`config.mk`:
```
export PLATFORM = sky130hd
export DESIGN_NAME = disp_scan_ctrl
export DESIGN_NICKNAME = d
export VERILOG_FILES = /design/src/rtl/disp_pkg.sv /design/src/rtl/disp_scan_ctrl_seg7_enc.sv /design/src/rtl/disp_scan_ctrl.sv
export SDC_FILE = /design/constraint.sdc
export NUM_CORES = 1
export LEC_CHECK = 0
export BUFFER_PORTS_ARGS = -buffer_cell sky130_fd_sc_hd__buf_2
export CELL_PAD_IN_SITES_DETAIL_PLACEMENT = 0
export CELL_PAD_IN_SITES_GLOBAL_PLACEMENT = 1
export CORE_MARGIN = 4
export CORE_UTILIZATION = 47
export CTS_CLUSTER_SIZE = 40
export DETAILED_ROUTE_END_ITERATION = 6
export PLACE_DENSITY_LB_ADDON = 0.1
export SLEW_MARGIN = 20
export SYNTH_ARGS = -nofsm -noshare
export SYNTH_HDL_FRONTEND = slang
export SYNTH_SLANG_ARGS = --single-unit
export TNS_END_PERCENT = 50
```
`constraint.sdc`:
```
create_clock -name CLK -period 5.3 [get_ports CLK]
set_input_delay 0.53 -clock CLK [delete_from_list [all_inputs] [get_ports CLK]]
set_output_delay 0.53 -clock CLK [all_outputs]
set_load 0.05 [all_outputs]
```
`src/rtl/disp_pkg.sv`:
```
// -----------------------------------------------------------------------------
// disp_pkg
// Shared types and constants for the 4-digit multiplexed 7-segment scanner
// controller (disp_scan_ctrl) and its segment encoder (seg7_enc).
//   state_t     : controller state, base display or timed overlay
//   SEG_BLANK   : active-low byte with every segment and the DP dark
//   DP_BIT      : position of the decimal point in a segment byte
//   GLYPH_TABLE : active-low {DP,G,F,E,D,C,B,A} for digits 0-9 and A b C d E F,
//                 with the DP bit held dark (1)
// -----------------------------------------------------------------------------
package disp_pkg;

    typedef enum logic [0:0] {
        S_BASE = 1'b0,
        S_OVR  = 1'b1
    } state_t;

    localparam logic [7:0] SEG_BLANK = 8'hFF;
    localparam int         DP_BIT    = 7;

    // Entry n sits at GLYPH_TABLE[n]; the list reads from F down to 0.
    localparam logic [15:0][7:0] GLYPH_TABLE = {
        8'h8E, 8'h86, 8'hA1, 8'hC6, 8'h83, 8'h88, 8'h90, 8'h80,
        8'hF8, 8'h82, 8'h92, 8'h99, 8'hB0, 8'hA4, 8'hF9, 8'hC0
    };

endpackage

```
`src/rtl/disp_scan_ctrl_seg7_enc.sv`:
```
// -----------------------------------------------------------------------------
// seg7_enc
// Combinational BCD/hex digit to active-low 7-segment byte encoder.
//   digit : 4-bit value, 0-9 as numerals, 10-15 as A b C d E F
//   dp    : 1 lights the decimal point (clears bit 7)
//   seg   : {DP,G,F,E,D,C,B,A}, active-low
// -----------------------------------------------------------------------------
module seg7_enc
    import disp_pkg::*;
(
    input  logic [3:0] digit,
    input  logic       dp,
    output logic [7:0] seg
);

    always_comb begin
        seg         = GLYPH_TABLE[digit];
        seg[DP_BIT] = ~dp;
    end

endmodule

```
`src/rtl/disp_scan_ctrl.sv`:
```
// -----------------------------------------------------------------------------
// disp_scan_ctrl
// Controller for the DCOUNT 4-digit multiplexed 7-segment scanner. Produces
// the scan tick for the mux, arbitrates between the base counter display and
// a timed overlay, and drives registered active-low segment bytes.
//
// Parameters
//   SCAN_DIV   : CLK cycles per ENABLE pulse (>= 2)
//   BLINK_DIV  : ENABLE pulses per blink half-period (>= 1)
//   HOLD_TICKS : blink half-periods an overlay stays up (>= 1)
//
// Ports
//   CLK, RST_N    : clock, asynchronous active-low reset
//   BASE_BCD/DP   : base digits and decimal points, [15:12]/[3] is L1 (left)
//   BLINK_MASK    : base digits that blink, [3] is L1
//   OVR_REQ/BCD   : overlay request and data (data captured on accept)
//   OVR_ACK       : one-cycle pulse per accepted request
//   OVR_BUSY      : high while the overlay is displayed
//   ENABLE        : one-cycle scan tick
//   L1..L4        : segment bytes {DP,G,F,E,D,C,B,A}, active-low
//
// Build option
//   LZ_BLANK_EN   : when defined, leading zeros of L1..L3 with DP off are
//                   blanked on the base display; L4 always shows.
// -----------------------------------------------------------------------------
module disp_scan_ctrl
    import disp_pkg::*;
#(
    parameter int SCAN_DIV   = 50000,
    parameter int BLINK_DIV  = 64,
    parameter int HOLD_TICKS = 6
) (
    input  logic        CLK,
    input  logic        RST_N,
    input  logic [15:0] BASE_BCD,
    input  logic [3:0]  BASE_DP,
    input  logic [3:0]  BLINK_MASK,
    input  logic        OVR_REQ,
    input  logic [15:0] OVR_BCD,
    output logic        OVR_ACK,
    output logic        OVR_BUSY,
    output logic        ENABLE,
    output logic [7:0]  L1,
    output logic [7:0]  L2,
    output logic [7:0]  L3,
    output logic [7:0]  L4
);

    localparam int PRESC_W = $clog2(SCAN_DIV);
    localparam int BLINK_W = (BLINK_DIV > 1) ? $clog2(BLINK_DIV) : 1;
    localparam int HOLD_W  = $clog2(HOLD_TICKS + 1);

    logic [PRESC_W-1:0] presc_q, presc_d;
    logic               enable_q, enable_d;
    logic [BLINK_W-1:0] blink_cnt_q, blink_cnt_d;
    logic               blink_phase_q, blink_phase_d;
    logic               blink_tick;
    state_t             state_q, state_d;
    logic [HOLD_W-1:0]  hold_q, hold_d;
    logic [15:0]        ovr_bcd_q, ovr_bcd_d;
    logic               ack_q, ack_d;
    logic               busy_q, busy_d;
    logic [3:0][7:0]    seg_q, seg_d;

    logic               ovr_active;
    logic [3:0][3:0]    enc_digit;
    logic [3:0]         enc_dp;
    logic [3:0][7:0]    enc_seg;
    logic [3:0]         lz_blank;

    // Timing and overlay arbitration.
    always_comb begin
        // NOTE: every output of a combinational block gets a default first so no latch is inferred.
        presc_d = (presc_q == PRESC_W'(SCAN_DIV - 1)) ? '0 : presc_q + 1'b1;
        enable_d = (presc_q == PRESC_W'(SCAN_DIV - 1));

        // blink_tick marks the ENABLE that wraps the blink counter.
        blink_tick    = enable_q && (blink_cnt_q == BLINK_W'(BLINK_DIV - 1));
        blink_cnt_d   = blink_cnt_q;
        if (enable_q) begin
            blink_cnt_d = blink_tick ? '0 : blink_cnt_q + 1'b1;
        end
        blink_phase_d = blink_phase_q ^ blink_tick;

        state_d   = state_q;
        hold_d    = hold_q;
        ovr_bcd_d = ovr_bcd_q;
        ack_d     = 1'b0;
        // A request outranks both the hold countdown and expiry.
        if (OVR_REQ) begin
            state_d   = S_OVR;
            hold_d    = HOLD_W'(HOLD_TICKS);
            ovr_bcd_d = OVR_BCD;
            ack_d     = 1'b1;
        end else if (state_q == S_OVR) begin
            if (hold_q == '0) begin
                state_d = S_BASE;
            end else if (blink_tick) begin
                hold_d = hold_q - 1'b1;
            end
        end
        // Registered from the next state so BUSY falls with the state change.
        busy_d = (state_d == S_OVR);
    end

    // Source select feeding the four encoders.
    assign ovr_active = (state_q == S_OVR);

    always_comb begin
        for (int p = 0; p < 4; p++) begin
            enc_digit[p] = ovr_active ? ovr_bcd_q[4*p +: 4] : BASE_BCD[4*p +: 4];
            enc_dp[p]    = !ovr_active && BASE_DP[p];
        end
    end

    for (genvar p = 0; p < 4; p++) begin : g_enc
        seg7_enc u_seg7_enc (
            .digit (enc_digit[p]),
            .dp    (enc_dp[p]),
            .seg   (enc_seg[p])
        );
    end

    // Blink and leading-zero blanking apply to the base display only.
    always_comb begin
        lz_blank = '0;
`ifdef LZ_BLANK_EN
        // The blank run starts at L1 and stops at the first nonzero digit or lit DP.
        lz_blank[3] = (BASE_BCD[15:12] == 4'd0) && !BASE_DP[3];
        lz_blank[2] = lz_blank[3] && (BASE_BCD[11:8] == 4'd0) && !BASE_DP[2];
        lz_blank[1] = lz_blank[2] && (BASE_BCD[7:4] == 4'd0) && !BASE_DP[1];
`endif
        for (int p = 0; p < 4; p++) begin
            seg_d[p] = enc_seg[p];
            if (!ovr_active && ((BLINK_MASK[p] && blink_phase_q) || lz_blank[p])) begin
                seg_d[p] = SEG_BLANK;
            end
        end
    end

    // NOTE: sequential state uses non-blocking assignments so every flop samples pre-edge values.
    always_ff @(posedge CLK or negedge RST_N) begin
        if (!RST_N) begin
            presc_q       <= '0;
            enable_q      <= 1'b0;
            blink_cnt_q   <= '0;
            blink_phase_q <= 1'b0;
            state_q       <= S_BASE;
            hold_q        <= '0;
            ovr_bcd_q     <= '0;
            ack_q         <= 1'b0;
            busy_q        <= 1'b0;
            seg_q         <= {4{SEG_BLANK}};
        end else begin
            presc_q       <= presc_d;
            enable_q      <= enable_d;
            blink_cnt_q   <= blink_cnt_d;
            blink_phase_q <= blink_phase_d;
            state_q       <= state_d;
            hold_q        <= hold_d;
            ovr_bcd_q     <= ovr_bcd_d;
            ack_q         <= ack_d;
            busy_q        <= busy_d;
            seg_q         <= seg_d;
        end
    end

    assign ENABLE   = enable_q;
    assign OVR_ACK  = ack_q;
    assign OVR_BUSY = busy_q;
    assign L1       = seg_q[3];
    assign L2       = seg_q[2];
    assign L3       = seg_q[1];
    assign L4       = seg_q[0];

endmodule

```
# Word level (Yosys, flattened, before mapping)
# Memory sizes are Yosys's and may differ from the RTL's.
# Index checks and enable logic that the tools add are counted.
# totals
regBits	77
rom_bits	512
input_bits	43
wordCells	71
mem_count	4
# mem_list
name	depth	width	rd	rd_ports_with_merged_regs	wr	line_no	text
(no name shown)	16	8	1	0	0	disp_scan_ctrl_seg7_enc.sv:17	seg = GLYPH_TABLE[digit];
(no name shown)	16	8	1	0	0	disp_scan_ctrl_seg7_enc.sv:17	
(no name shown)	16	8	1	0	0	disp_scan_ctrl_seg7_enc.sv:17	
(no name shown)	16	8	1	0	0	disp_scan_ctrl_seg7_enc.sv:17	
# op_classes
addsub	3
order_cmp	4
eq_ne	3
mux	22
bitwise	5
n_reduce_logical	18
# ops
cell	n
two-way mux 8 bit	4
two-way mux 7 bit	4
< comparator 4 x 5 -> 1 bit, second input constant	4
adder 16 x 1 -> 16 bit, second input constant	1
== test 16 bit, second input constant	1
two-way mux 16 bit	1
two-way mux 4 bit	4
logical AND 1 bit	13
two-way mux 3 bit	4
adder 6 x 1 -> 6 bit, second input constant	1
== test 6 bit, second input constant	1
two-way mux 6 bit	1
two-way mux 1 bit	4
NOT 1 bit	4
nonzero test 2 bit	2
logical NOT 3 bit	1
AND reduction 3 bit	1
subtractor 3 x 1 -> 3 bit, second input constant	1
inequality test 2 bit, second input constant	1
logical NOT 1 bit	1
XOR 1 bit	1

# Logic depth before layout (Yosys ltp)
# Gate-level depths: netlist of run 1.
# depth
ltp_word	6
ltp_mapped	9
ltp_nobuf	7

# By module
# From an unflattened synthesis of run 1, not the netlist that was laid out.
# unflattened
hier_cells	373
hier_area_um2	4304.1
# modules_own_cells
module	n_inst	cells_each	area_each_um2
disp_scan_ctrl	1	242	3201.8
seg7_enc at g_enc[1].u_seg7_enc ...	3	33	279.0
seg7_enc at g_enc[0].u_seg7_enc	1	32	265.3

# Worst setup path before layout of run 1
# OpenSTA, ideal clock, no wires.
# synth_timing
path_type	reg-to-reg
from	register OVR_BUSY (netlist name)
to	register seg_q (netlist bit L3[3])
setup_time_ns	0.084
t_arrival_ns	2.335
required_ns	5.216
slack_ns	2.880
path_stages_with_launch	10
synth_period_minus_slack_ns	2.420
path_cell_list	dfrtp_1 buf_2 buf_4 mux2_2 inv_1 ha_1 inv_1 mux4_1 inv_1 nand2_1
# synth_lines
item	line_no	text
end signal: assignment	disp_scan_ctrl.sv:153	seg_q <= {4{SEG_BLANK}};
end signal: assignment	disp_scan_ctrl.sv:164	seg_q <= seg_d;
end: declaration	disp_scan_ctrl.sv:63	logic [3:0][7:0] seg_q, seg_d;

==> impl_metrics.tcl, run 1 <==
set metrics [dict create \
    status "finished, final reports clean" \
    dpl_cell_area_um2 4550 \
    synthDistinctLibCells 40 \
    synthFlopType "dfrtp_1" \
    post-place-cells 528 \
    syn-cell-area_um2 4070 \
    reg2reg_slack_ns 2.90 \
    cp_data_required_time_ns 5.56 \
    ys_async_sr_fraction 1.00 \
    hold_viol_final 0 \
    initial_utilization 0.488 \
    mostFrequentLayoutCell "buf_2" \
    utilization 0.577 \
    yosysSeqAreaShare 0.483 \
    area_growth_pct 18.2 \
    rr_endpoint "L2[3]" \
    first_iter_violations 81 \
    max_freq_mhz 416 \
    post-route-period-util 0.454 \
    fin_area_um2 4810 \
    most-common-layout-cells "buf_2 (76), dfrtp_1 (45), dfstp_2 (32), mux2_2 (32), ha_1 (32)" \
    core_um2 8340 \
    ir_drop_v 0.000189 \
    grt_util_all_layers 0.171 \
    rsz0062_at_grt "false" \
    synth.net_count 429 \
    skew_ns 0.00879 \
    route.detailed.drc 0 \
    cts_tree "built" \
    multi_input_area_um2 2000 \
    period_minus_slack_ns 2.40 \
    p_per_area_nw_per_um2 335 \
    die_w_um 101 \
    htree_levels 3 \
    antenna_cells 0 \
    globalplace.congestion 0.849 \
    ys_warn_count 0 \
    drv_slew 0 \
    ys_ff_latch 77 \
    wl_per_cell_um 15.2 \
    cts.repair.resized 0 \
    clkTransAtPathRegs_ns 0.07 \
    grt_pass1_vias 2842 \
    grt_pass1_wl_um 13800 \
    io_buffers 77 \
    synthTopCellsByArea "dfrtp_1 (28%), dfstp_2 (21%), ha_1 (9.8%)" \
    dpl.hpwl_um 5890 \
    whs_ns 0.331 \
    synthCells 354 \
    ant_nets 0 \
    end_kind "register" \
    die_h_um 101 \
    grt_start_max_net_pins 78 \
    vias_per_cell 5.33 \
    start_kind "register" \
    cts_setup_buffers 0 \
    avgSynthCellArea_um2 11.5 \
    power.total_mw 1.61 \
    tightest_slew_ns 0.925 \
    nFillCells 737 \
    synth_top_cell_area_share 0.277 \
    critical_path_class "reg2reg" \
    finalNonFillerCells 544 \
    clkSinkCount 77 \
    ctsRootBufferMaster "clkbuf_8" \
    cts_buffers 9 \
    drv_cap 0 \
    nets 509 \
    die_area_um2 10200 \
    antenna_found_initial 0 \
    worst-r2r-cell-count 8 \
    rows 33 \
    synth_top_cell_by_area "dfrtp_1" \
    seqCellArea_um2 1970 \
    p_leak_nw 2.27 \
    finalWirelength_um 8250 \
    postCtsHoldBufs 0 \
    via_count 2898 \
    startpoint "OVR_BUSY" \
    hp-class "in2async" \
    ios 78 \
    finalSetupViolations 0 \
    first_pass_iters 6 \
    synth_edf_count 0 \
    drive_above_1_share 0.376 \
    dp_slack_ns 2.89 \
    final_critical_path_setup_slack_ns 2.90 \
    critPathCapture "L2[3]" \
    rr_startpoint "OVR_BUSY" \
    tns_ns 0 \
    max-clock-path-buffers 2 \
    crit_arrival_ns 2.66 \
    critPathMaxFanout 21 \
    relSlewSlack 0.383 \
    clk_latency_ns 0.34 \
    overflow 0 \
]
-- final cells by class --
cell class / count / area share
Multi-Input combinational cell: 252 / 0.415
Clock inverter: 3 / 0.0187
Tap cell: 105 / 0.0273
Inverter: 16 / 0.0125
Sequential cell: 77 / 0.409
Clock buffer: 13 / 0.0351
Timing Repair Buffer: 78 / 0.0822
-- kinds of logic after synthesis --
kind of cell / share of synthesized area
DFF: 0.483
adders and majority gates: 0.0984
AOI/OAI and AO/OA: 0.0901
and+or+nand+nor: 0.125
muxes: 0.140
xor gates and xnor gates: 0.0366
buffers and inverters: 0.0261
-- cell usage after synthesis (3+ instances only) --
| cell | n |
|---|---|
| o21ai_0 | 13 |
| o221ai_1 | 14 |
| nor2b_1 | 4 |
| clkbuf_1 | 3 |
| xor2_1 | 10 |
| and2_1 | 4 |
| nand2_1 | 27 |
| mux2_2 | 32 |
| inv_1 | 16 |
| or3_1 | 5 |
| ha_1 | 32 |
| dfrtp_1 | 45 |
| mux2i_1 | 13 |
| a21oi_1 | 16 |
| dfstp_2 | 32 |
| buf_2 | 4 |
| nand4_1 | 6 |
| or2_2 | 4 |
| and3_1 | 4 |
| nand3b_1 | 4 |
| nor2_1 | 17 |
| nor3_1 | 4 |
| nand3_1 | 10 |
| o211ai_1 | 4 |
| xnor2_1 | 7 |
-- routing by layer --
metal,up-vias,wire length (µm),GRT usage
met3,10,542,0.0519
met2,84,3890,0.274
met1,1377,3710,0.225
met5,-,0,0
li1,1427,-,-
met4,0,105,0.0470
-- sequential cells by signal, indices dropped and copies added (netlist names), 3 cells and up --
name and cells:
L2 8, presc_q 16, L4 8, L1 8, hold_q 3, ovr_bcd_q 16
blink_cnt_q 6, L3 8
-- worst min-delay path by stage --
stage | start | endpoint | slack [ns] | cells past startpoint
final | RST_N | presc_q[7] | 0.33 | 1
after detailed placement | blink_phase_q | blink_phase_q | 0.47 | 1
after CTS | BASE_DP[3] | L1[7] | 0.32 | 2
after global routing | BASE_DP[2] | L2[7] | 0.34 | 2
after floorplan | RST_N | ENABLE | 0.23 | 0
after global placement | blink_phase_q | blink_phase_q | 0.45 | 1
-- worst max-delay path, cell delays in order, from the launching register on --
cell,delay [ns]
dfrtp_1,0.57
buf_4,0.37
mux2_2,0.44
inv_1,0.15
ha_1,0.16
inv_1,0.05
mux4_1,0.47
inv_1,0.06
nand2_1,0.05
-- report_power, final --
group | switching [mW] | internal [mW] | total [mW] | leakage (nW)
registers | 0.0155 | 0.664 | 0.679 | 0.895
logic | 0.265 | 0.111 | 0.376 | 1.25
clock network | 0.203 | 0.352 | 0.555 | 0.130
total | 0.483 | 1.13 | 1.61 | 2.27
Power figures use the tool's default switching activity.
==> inputs of run 2 (changes only) <==
--- a/config.mk
+++ b/config.mk
@@ -9,7 +9,7 @@
 export CELL_PAD_IN_SITES_DETAIL_PLACEMENT = 0
 export CELL_PAD_IN_SITES_GLOBAL_PLACEMENT = 1
 export CORE_MARGIN = 4
-export CORE_UTILIZATION = 47
+export CORE_UTILIZATION = 44
 export CTS_CLUSTER_SIZE = 40
 export DETAILED_ROUTE_END_ITERATION = 6
 export PLACE_DENSITY_LB_ADDON = 0.1
==> constraint.sdc (replaced) <==
create_clock -name CLK -period 2.4 [get_ports CLK]
set_input_delay 0.24 -clock CLK [delete_from_list [all_inputs] [get_ports CLK]]
set_output_delay 0.24 -clock CLK [all_outputs]
set_load 0.05 [all_outputs]
==> impl_metrics.tcl, run 2 (synthesized netlist as in run 1, its figures left out) <==
set metrics [dict create \
    core_um2 8850 \
    cp_data_required_time_ns 2.63 \
    post-place-cells 537 \
    finalSetupViolations 0 \
    tightest_slew_ns 0.602 \
    htree_levels 3 \
    critPathMaxFanout 17 \
    sw_frac_of_total 0.320 \
    vias_per_cell 5.30 \
    ir_drop_v 0.000328 \
    p_sw_mw 1.10 \
    antenna_cells 0 \
    internal_power_mw 2.33 \
    end_kind "register" \
    antenna_found_initial 0 \
    reg_top3 "ovr_bcd_q: 16 flops, presc_q: 16 flops" \
    crit_arrival_ns 2.37 \
    status "finished, final reports clean" \
    clk_latency_ns 0.34 \
    power.total_mw 3.44 \
    hold_viol_final 0 \
    post-route-period-util 0.890 \
    clkPwrFrac 0.317 \
    ios 78 \
    drive_above_1_share 0.388 \
    ant_nets 0 \
    dpl.hpwl_um 6130 \
    grt_start_max_net_pins 42 \
    grt_util_all_layers 0.160 \
    start_kind "register" \
    holdPathStages 2 \
    clkTransAtPathRegs_ns 0.08 \
    most-common-layout-cells "buf_2 (76), dfrtp_1 (44), dfstp_2 (32), mux2_2 (32), ha_1 (32)" \
    grt_pass1_wl_um 14200 \
    p_leak_nw 2.29 \
    globalplace.congestion 0.871 \
    finalNonFillerCells 554 \
    rows 34 \
    via_count 2937 \
    rsz0062_at_grt "false" \
    nets 516 \
    grt_pass1_vias 2878 \
    die_area_um2 10900 \
    ctsRootBufferMaster "clkbuf_8" \
    critical_path_class "reg2reg" \
    first_pass_iters 4 \
    die_h_um 104 \
    skew_ns 0.0106 \
    drv_cap 0 \
    max-clock-path-buffers 2 \
    drv_slew 0 \
    wl_per_cell_um 15.2 \
    max_freq_mhz 468 \
    cts.repair.resized 0 \
    relSlewSlack 0.587 \
    worst-r2r-cell-count 7 \
    cts_tree "built" \
    tns_ns 0 \
    route.detailed.drc 0 \
    clkSinkCount 77 \
    fin_area_um2 4850 \
    io_buffers 77 \
    die_w_um 104 \
    overflow 0 \
    first_iter_violations 97 \
    finalWirelength_um 8420 \
    reg2reg_slack_ns 0.26 \
    mostFrequentLayoutCell "buf_2" \
    cts_buffers 9 \
    nFillCells 786 \
    dpl_cell_area_um2 4610 \
    period_minus_slack_ns 2.14 \
    area_growth_pct 19.1 \
    hp-class "in2reg" \
    seq_power_share 0.437 \
    initial_utilization 0.460 \
    p_per_area_nw_per_um2 709 \
    power_frac_comb 0.247 \
]
==> run 2: cell count changes in the layout (fill, tap and decap cells not counted) <==
cell           before  now
clkbuf_8           12   10
dlygate4sd3_1       0    1
buf_12              0    1
clkbuf_1            1    0
clkinvlp_4          0    1
dfrtp_1            45   44
buf_4               2    7
clkinv_2            0    2
clkinv_4            0    1
dfrtp_2             0    1
bufinv_16           3    2
==> run 2: timing repair <==
| action | CTS | global route |
|---|---|---|
| hold endpoints to repair | 31 | 0 |
| hold buffers | 1 | 0 |
| buffers inserted | 0 | 0 |
==> run 2: worst paths after layout <==
path,startpoint,endpoint
max,OVR_BUSY,L1[3]
min,BASE_DP[3],L1[7]
max reg2reg,OVR_BUSY,L1[3]
min reg2reg,blink_phase_q,blink_phase_q
max in group asynchronous,RST_N,L3[7]
min in group asynchronous,RST_N,presc_q[15]
==> run 2: area by class of cell <==
| class | count | area (µm²) | area share |
|---|---|---|---|
| clock buffer | 10 | 138 | 0.0284 |
| clock inverter | 6 | 86.3 | 0.0178 |
| inverter | 16 | 60.1 | 0.0124 |
| multi-input combinational | 252 | 2000 | 0.412 |
| sequential | 77 | 1970 | 0.406 |
| tap | 108 | 135 | 0.0279 |
| timing repair buffer | 85 | 463 | 0.0955 |
==> run 2: per-layer routing <==
layer  vias up  track usage  wire, µm
li1       1443            -         -
met1      1398        0.222      3990
met2        90        0.246      3920
met3         6       0.0366       459
met4         0       0.0541        54
met5         -            0         0
==> run 2: power by group through the flow <==
stage	Combinational [mW]	Sequential [mW]	Clock, mW
floorplan	0.303	1.85	0
global placement	0.847	1.52	0
detailed placement	0.847	1.53	0
CTS	0.851	1.50	1.12
global route	0.913	1.52	1.19
finish	0.847	1.50	1.09
==> run 2: per-stage QoR <==
| step | hold WS [ns] | utilization | setup WS (ns) |
|---|---|---|---|
| global route | 0.0441 | 0.548 | 0.150 |
| CTS | 0.0384 | 0.548 | 0.308 |
| global placement | 0.262 | 0.521 | 0.399 |
| floorplan | -0.0556 | - | 0.128 |
| detailed placement | 0.265 | 0.521 | 0.324 |
| finish | 0.0546 | 0.548 | 0.264 |
==> run 2: worst max-delay path: stages, from the launching register on <==
cell and delay (ns):
dfrtp_2 0.58, buf_12 0.21, mux2_2 0.42, inv_1 0.14
ha_1 0.26, nor2_1 0.12, a211oi_1 0.05, o21ai_0 0.25
==> inputs of run 3 (changes only) <==
--- a/config.mk
+++ b/config.mk
@@ -9,7 +9,7 @@
 export CELL_PAD_IN_SITES_DETAIL_PLACEMENT = 0
 export CELL_PAD_IN_SITES_GLOBAL_PLACEMENT = 1
 export CORE_MARGIN = 4
-export CORE_UTILIZATION = 44
+export CORE_UTILIZATION = 47
 export CTS_CLUSTER_SIZE = 40
 export DETAILED_ROUTE_END_ITERATION = 6
 export PLACE_DENSITY_LB_ADDON = 0.1
==> constraint.sdc (replaced) <==
create_clock -name CLK -period 2.6 [get_ports CLK]
set_input_delay 0.26 -clock CLK [delete_from_list [all_inputs] [get_ports CLK]]
set_output_delay 0.26 -clock CLK [all_outputs]
set_load 0.05 [all_outputs]
==> impl_metrics.tcl, run 3 (synthesized netlist as in run 1, its figures left out) <==
set metrics [dict create \
    reg_top3 "ovr_bcd_q: 16 flops, presc_q: 16 flops" \
    max_freq_mhz 461 \
    start_kind "register" \
    grt_pass1_wl_um 14200 \
    first_pass_iters 4 \
    postCtsHoldBufs 0 \
    finalNonFillerCells 547 \
    drv_slew 0 \
    cts_setup_buffers 0 \
    ctsRootBufferMaster "clkbuf_8" \
    drive_above_1_share 0.380 \
    cts.repair.resized 0 \
    critical_path_class "reg2reg" \
    die_w_um 101 \
    seq_power_share 0.455 \
    power_frac_comb 0.255 \
    period_minus_slack_ns 2.17 \
    critPathMaxFanout 18 \
    mostFrequentLayoutCell "buf_2" \
    post-place-cells 531 \
    globalplace.congestion 0.850 \
    antenna_cells 0 \
    drv_cap 0 \
    dp_slack_ns 0.454 \
    vias_per_cell 5.36 \
    initial_utilization 0.488 \
    core_um2 8340 \
    ir_drop_v 0.000284 \
    post-route-period-util 0.834 \
    io_buffers 77 \
    clkSinkCount 77 \
    ios 78 \
    max-clock-path-buffers 2 \
    rows 33 \
    end_kind "register" \
    finalSetupViolations 0 \
    antenna_found_initial 0 \
    status "finished, final reports clean" \
    utilization 0.571 \
    seqCellArea_um2 1970 \
    nets 512 \
    crit_arrival_ns 2.41 \
    via_count 2934 \
    finalWirelength_um 8250 \
    internal_power_mw 2.03 \
    hold_viol_final 0 \
    wl_per_cell_um 15.1 \
    relSlewSlack 0.394 \
    most-common-layout-cells "buf_2 (76), dfrtp_1 (45), dfstp_2 (32), mux2_2 (32), ha_1 (32)" \
    grt_start_max_net_pins 78 \
    p_sw_mw 1.01 \
    rsz0062_at_grt "false" \
    area_growth_pct 17.1 \
    overflow 0 \
    htree_levels 3 \
    dpl.hpwl_um 6050 \
    cts_buffers 9 \
    die_area_um2 10200 \
    cts_tree "built" \
    p_leak_nw 2.25 \
    final_critical_path_setup_slack_ns 0.431 \
    die_h_um 101 \
    multi_input_area_um2 2000 \
    tightest_slew_ns 0.908 \
    clkTransAtPathRegs_ns 0.09 \
    grt_pass1_vias 2907 \
    hp-class "in2async" \
    clkPwrFrac 0.290 \
    grt_util_all_layers 0.174 \
    clk_latency_ns 0.34 \
    ant_nets 0 \
    cp_data_required_time_ns 2.84 \
    nFillCells 742 \
    skew_ns 0.0112 \
    route.detailed.drc 0 \
    tns_ns 0 \
    p_per_area_nw_per_um2 638 \
    first_iter_violations 59 \
    sw_frac_of_total 0.333 \
]
## run 3: layout make-up
type | instances | area share
flip-flops and latches | 77 | 0.413
repair buffers | 81 | 0.0877
clock buffers | 10 | 0.0268
well taps | 105 | 0.0276
inverters | 16 | 0.0126
clock inverters | 6 | 0.0134
multi-input cells | 252 | 0.419
## run 3: critical path, stage by stage, from the launching register on
cell and delay [ns]:
dfrtp_1 0.54, buf_4 0.33, mux2_2 0.42, inv_1 0.15, ha_1 0.26, nor2_1 0.11, a211oi_1 0.05, o21ai_0 0.21
## run 3: stage by stage
| step | cell area, µm² | total power [mW] | hold WS [ns] |
|---|---|---|---|
| floorplan | 4070 | 1.99 | -0.0356 |
| global placement | 4570 | 2.18 | 0.419 |
| detailed placement | 4570 | 2.19 | 0.418 |
| CTS | 4760 | 3.08 | 0.0552 |
| global route | 4760 | 3.21 | 0.0637 |
| finish | 4760 | 3.04 | 0.0326 |
## run 3: power groups by stage
| stage | sequential [mW] | clock (mW) | combinational (mW) |
|---|---|---|---|
| CTS | 1.39 | 0.917 | 0.780 |
| global route | 1.40 | 0.973 | 0.839 |
| global placement | 1.41 | 0 | 0.776 |
| detailed placement | 1.41 | 0 | 0.777 |
| floorplan | 1.71 | 0 | 0.279 |
| finish | 1.38 | 0.881 | 0.774 |
## run 3: layer usage
layer	vias up	track usage	wire length, µm
met5	-	0	0
li1	1425	-	-
met2	72	0.267	3780
met1	1430	0.248	3950
met4	0	0.0603	84
met3	7	0.0318	431
## run 3: path summary, 6_finish.rpt
kind                       slack (ns)  depth (start not counted)     startpoint       endpoint
setup / recovery                 0.43                          7       OVR_BUSY          L1[3]
hold / removal                   0.03                          1          RST_N    presc_q[13]
setup reg to reg                 0.43                          7       OVR_BUSY          L1[3]
hold reg to reg                  0.46                          1  blink_phase_q  blink_phase_q
max in group asynchronous        1.95                          1          RST_N  ovr_bcd_q[15]
min in group CLK                 0.07                          2     BASE_DP[0]          L4[7]
